### src/rtl/timestamp_capture_if.sv
// timestamp_capture_if: host-side read handshake and status of the timestamp FIFO
interface timestamp_capture_if #(
    parameter int WIDTH = 32,
    parameter int DEPTH = 4
);
    logic                     out_valid;
    logic                     out_ready;
    logic [WIDTH-1:0]         out_data;
    logic [$clog2(DEPTH):0]   level;
    logic                     overflow;
    logic                     clear_overflow;
    modport master (output out_valid, out_data, level, overflow, input out_ready, clear_overflow);
    modport slave  (input out_valid, out_data, level, overflow, output out_ready, clear_overflow);
endinterface

### src/rtl/timestamp_capture.sv
// timestamp_capture: synchronise an async event, capture the cycle count on each rising edge into a show-ahead FIFO
module timestamp_capture #(
    parameter int WIDTH = 32,
    parameter int DEPTH = 4
) (
    input  logic               clk,
    input  logic               reset,
    input  logic [WIDTH-1:0]   count,
    input  logic               event_in,
    timestamp_capture_if.master bus
);
    localparam int AW = $clog2(DEPTH);
    localparam int LW = AW + 1;
    logic             s1, s2, s3;
    logic [AW-1:0]    wr_ptr, rd_ptr;
    logic [LW-1:0]    level;
    logic [WIDTH-1:0] mem [DEPTH];
    logic             edge_det, full, rd, wr, drop;
    assign edge_det = s2 & ~s3;
    assign full     = level == LW'(DEPTH);
    assign rd       = bus.out_valid & bus.out_ready;
    // a read in the same cycle frees the slot, so a full FIFO still accepts the edge
    assign wr       = edge_det & (~full | rd);
    assign drop     = edge_det & full & ~rd;
    assign bus.out_valid = level != '0;
    assign bus.out_data  = mem[rd_ptr];
    assign bus.level     = level;
    always_ff @(posedge clk or negedge reset) begin
        if (!reset) begin
            s1           <= 1'b1;
            s2           <= 1'b1;
            s3           <= 1'b1;
            wr_ptr       <= '0;
            rd_ptr       <= '0;
            level        <= '0;
            bus.overflow <= 1'b0;
        end else begin
            s1     <= event_in;
            s2     <= s1;
            s3     <= s2;
            wr_ptr <= wr ? wr_ptr + 1'b1 : wr_ptr;
            rd_ptr <= rd ? rd_ptr + 1'b1 : rd_ptr;
            level  <= level + LW'(wr) - LW'(rd);
            bus.overflow <= drop ? 1'b1 : bus.clear_overflow ? 1'b0 : bus.overflow;
        end
    end
    always_ff @(posedge clk) begin
        if (wr) mem[wr_ptr] <= count;
    end
endmodule

### src/flat_wrapper.sv
// flat-port wrapper written by rule: the top's interface ports become plain ports
module timestamp_capture_flat 
#(
    parameter int WIDTH = 32,
    parameter int DEPTH = 4
)
  (clk, reset, count, event_in, bus_out_valid, bus_out_data, bus_level, bus_overflow, bus_out_ready, bus_clear_overflow);
  timestamp_capture_if #(.WIDTH(WIDTH), .DEPTH(DEPTH)) bus_i ();
  input  logic clk;
  input  logic reset;
  input  logic [WIDTH-1:0] count;
  input  logic event_in;
  output wire logic [$bits(bus_i.out_valid)-1:0] bus_out_valid;
  output wire logic [$bits(bus_i.out_data)-1:0] bus_out_data;
  output wire logic [$bits(bus_i.level)-1:0] bus_level;
  output wire logic [$bits(bus_i.overflow)-1:0] bus_overflow;
  input wire logic [$bits(bus_i.out_ready)-1:0] bus_out_ready;
  input wire logic [$bits(bus_i.clear_overflow)-1:0] bus_clear_overflow;
  assign bus_out_valid = bus_i.out_valid;
  assign bus_out_data = bus_i.out_data;
  assign bus_level = bus_i.level;
  assign bus_overflow = bus_i.overflow;
  assign bus_i.out_ready = bus_out_ready;
  assign bus_i.clear_overflow = bus_clear_overflow;
  timestamp_capture #(.WIDTH(WIDTH), .DEPTH(DEPTH)) u_core (.clk(clk), .reset(reset), .count(count), .event_in(event_in), .bus(bus_i));
endmodule
### config.mk
export PLATFORM = sky130hd
export DESIGN_NAME = timestamp_capture_flat
export DESIGN_NICKNAME = d
export VERILOG_FILES = /design/src/rtl/timestamp_capture_if.sv /design/src/rtl/timestamp_capture.sv /design/src/flat_wrapper.sv
export SDC_FILE = /design/constraint.sdc
export NUM_CORES = 1
export LEC_CHECK = 0
export CAP_MARGIN = 20
export CORE_ASPECT_RATIO = 0.5
export CORE_UTILIZATION = 25
export DETAILED_ROUTE_END_ITERATION = 7
export PLACE_DENSITY = 0.42
export SYNTH_ARGS = -nofsm -noshare
export SYNTH_HDL_FRONTEND = slang
export SYNTH_SLANG_ARGS = --single-unit
### constraint.sdc
create_clock -name clk -period 3.17 [get_ports clk]
set_input_delay 0.317 -clock clk [delete_from_list [all_inputs] [get_ports clk]]
set_output_delay 0.317 -clock clk [all_outputs]
set_load 0.05 [all_outputs]
==> results.ini <==
[status]
status = complete, no violations

[hold_path]
worstHoldPathType = in2async

[route]
routed_wl_mm = 9.88
drt_iter0_markers = 96
drc = 0
postRouteAntennaNets = 0
vias_per_cell = 4.02
wl_per_cell_um = 17.1
vias = 2328
drt_first_pass_iters = 4

[sta]
max_slew_margin_pct = 63.3
drv_slew = 0
holdWs_ns = 0.262
finClkSkew_ns = 0.0118
rsz0062_at_grt = no
worstMarginPinSlew_ns = 0.551
fin_setup_tns_ns = 0
fin_crit_sh_pct = 86.4
final.min_clock_period_ns = 2.74
setup_violations = 0
hold_violations = 0
timing.fmax_mhz = 365

[power_and_ir_drop]
leakagePower_nw = 2.23
switchingPower_w = 0.00251
p_clk_share_pct = 27.7
ir_drop_v = 0.000567
p_sw_share_pct = 36.5
power_density_nw_per_um2 = 1010
sequentialPowerShare_pct = 34.7
p_int_w = 0.00437
power_frac_comb_pct = 37.6

[synth]
synth_xor_area_share_pct = 0.843
yosysTopAreaCell = edfxtp_1
synth_top_family_by_area = multiplexers
yosysWarnings = 0
synthAdderAreaFrac_pct = 1.83
syn-instance-count = 210
synth.avg_cell_area_sq_um = 24.7
syn-cell-area_sq_um = 5190
synth_fp_nets = 254
synth_compound_gate_area_share_pct = 0.289
muxShareOfSynthArea_pct = 14.2
ys_seq_area_share_pct = 79.4
yosysUniqueCellTypes = 21
ys_seq_elements = 139
synth_top_area_share_pct = 74.0
synth_area_leaders = edfxtp_1 (74%), mux4_2 (14%), dfrtp_1 (3.9%), dfstp_2 (1.5%), ha_1 (1.4%)
synth-simple-area-share_pct = 1.76

[worst_setup_path]
cp_max_fo = 17
worstPathArrival_ns = 2.42
end_kind = output pin
worstSetupPathType = reg2out
startpoint_type = flop
crit_required_ns = 2.85

[clock_tree]
clkSlewWorstSetupHoldPaths_ns = 0.06
cts_buffers = 17
cts_tree = built
post_cts_buffers = 0
htreeDepth = 4
cts.sinks = 139
root_buffer = clkbuf_16
clock_latency_ns = 0.40
hold_buffers = 0
cts_resized = 0
clock_path_buffers = 2

[run]
cap_violations = 0

[placed_design]
port_buffers = 73
dpl.hpwl_mm = 5.88
gp_congestion = 0.645

[cells_and_area]
syn2layout_area_growth_pct = 31.7
nets = 344
layout-drive-gt1-share_pct = 26.5
num_antenna_cells = 0

[die]
dieArea_sq_um = 21400
placementRows = 36
core_sq_um = 19900
die_w_um = 206
start_util_pct = 26.1
io_pins = 74
die_h_um = 104

[global_routing]
track_usage_pct = 9.94
grt_pass1_wl_mm = 15.5
grt_max_degree = 35
antenna_found_initial = 0
grt_pass1_vias = 2710
overflow = 0

critical path: stages, from the launching register on:
cell             delay, ns
dfrtp_2               0.68
buf_12                0.24
mux4_2                0.34
clkdlybuf4s50_1       0.74
path summary, 6_finish.rpt:
kind                                                     from                       endpoint  slack (ns)  cells past startpoint
min in group clk                                     event_in            u_core.s1$_DFF_PN1_        0.31                      1
max in group asynchronous                               reset   u_core.rd_ptr[1]$_DFFE_PN0N_        2.52                      1
worst min register to register            u_core.s1$_DFF_PN1_            u_core.s2$_DFF_PN1_        0.36                      0
worst max-delay path             u_core.rd_ptr[1]$_DFFE_PN0N_                bus_out_data[9]        0.43                      3
worst min-delay path                                    reset   u_core.wr_ptr[1]$_DFFE_PN0P_        0.26                      1
worst max register to register  u_core.bus.level[1]$_DFF_PN0_  u_core.bus.level[2]$_DFF_PN0_        0.97                      8
state kept, by name (all words and copies together) (netlist names):
signal,cells
u_core.bus.level,3
u_core.bus.overflow,1
u_core.mem,128
u_core.rd_ptr,2
u_core.s1,1
u_core.s2,1
u_core.s3,1
u_core.wr_ptr,2
cells by family after synthesis:
| logic type | count (synthesis) |
|---|---|
| AO/OA/AOI/OAI | 2 |
| XOR/XNOR | 5 |
| adder cells (fa/ha/maj) | 7 |
| buffers and inverters | 15 |
| flip-flops | 139 |
| multiplexers | 33 |
| AND/OR/NAND/NOR | 9 |
cell type report:
class                           count  area, sq um
Sequential cell                   139         4130
Inverter                            7         26.3
Fill cell                        1877        13100
Tap cell                          266          333
Timing Repair Buffer               79          801
Clock inverter                     15          150
Clock buffer                       17          425
Multi-Input combinational cell     56          981
cells in the mapped netlist, drive strengths merged:
cell type  instances
ha                 6
nor4b              1
inv                7
nand2              1
mux4              32
xor2               1
dfstp              3
o31a               1
buf                7
and2               4
nor3b              1
o21ai              1
edfxtp           128
fa                 1
xnor2              4
mux2               1
nand3b             1
dfrtp              8
clkbuf             1
or3                1
power by group through the flow:
stage / logic [W] / registers [W] / clock network, W
global route: 0.00273 / 0.00242 / 0.00203
CTS: 0.00266 / 0.00240 / 0.00196
global placement: 0.00262 / 0.00242 / 0
detailed placement: 0.00264 / 0.00243 / 0
finish: 0.00259 / 0.00239 / 0.00190
floorplan: 0.00181 / 0.00242 / 0
stage by stage:
step | instance area (sq um) | std cells | utilization, % | setup WS (ns) | power (W)
after floorplan | 5190 | 210 | - | 0.833 | 0.00423
after global placement | 6270 | 547 | 31.5 | 0.837 | 0.00504
after detailed placement | 6270 | 547 | 31.5 | 0.815 | 0.00508
after CTS | 6840 | 579 | 34.4 | 0.376 | 0.00701
after global routing | 6840 | 579 | 34.4 | 0.337 | 0.00718
final | 6840 | 579 | 34.4 | 0.431 | 0.00688
per-layer routing:
metal  up-vias  global-route usage (%)  share of wire [%]
met5         -                       0                  0
met4         0                    4.41               0.92
met3         8                    2.60                2.7
met2        34                    16.1                 52
met1      1228                    12.5                 45
li1       1058                       -                  -
layout by cell type (no fill, tap or decap), drive strengths merged:
| cell | n |
|---|---|
| xor2 | 1 |
| dfstp | 3 |
| mux2 | 1 |
| dfrtp | 8 |
| fa | 1 |
| clkbuf | 17 |
| ha | 6 |
| bufinv | 1 |
| clkdlybuf4s50 | 73 |
| mux4 | 32 |
| inv | 15 |
| nor4b | 1 |
| clkinvlp | 2 |
| nand2 | 1 |
| or3 | 1 |
| nand3b | 1 |
| o31a | 1 |
| and2 | 4 |
| buf | 6 |
| o21ai | 1 |
| clkinv | 4 |
| nor3b | 1 |
| xnor2 | 4 |
| edfxtp | 128 |
Power figures use the tool's default switching activity.
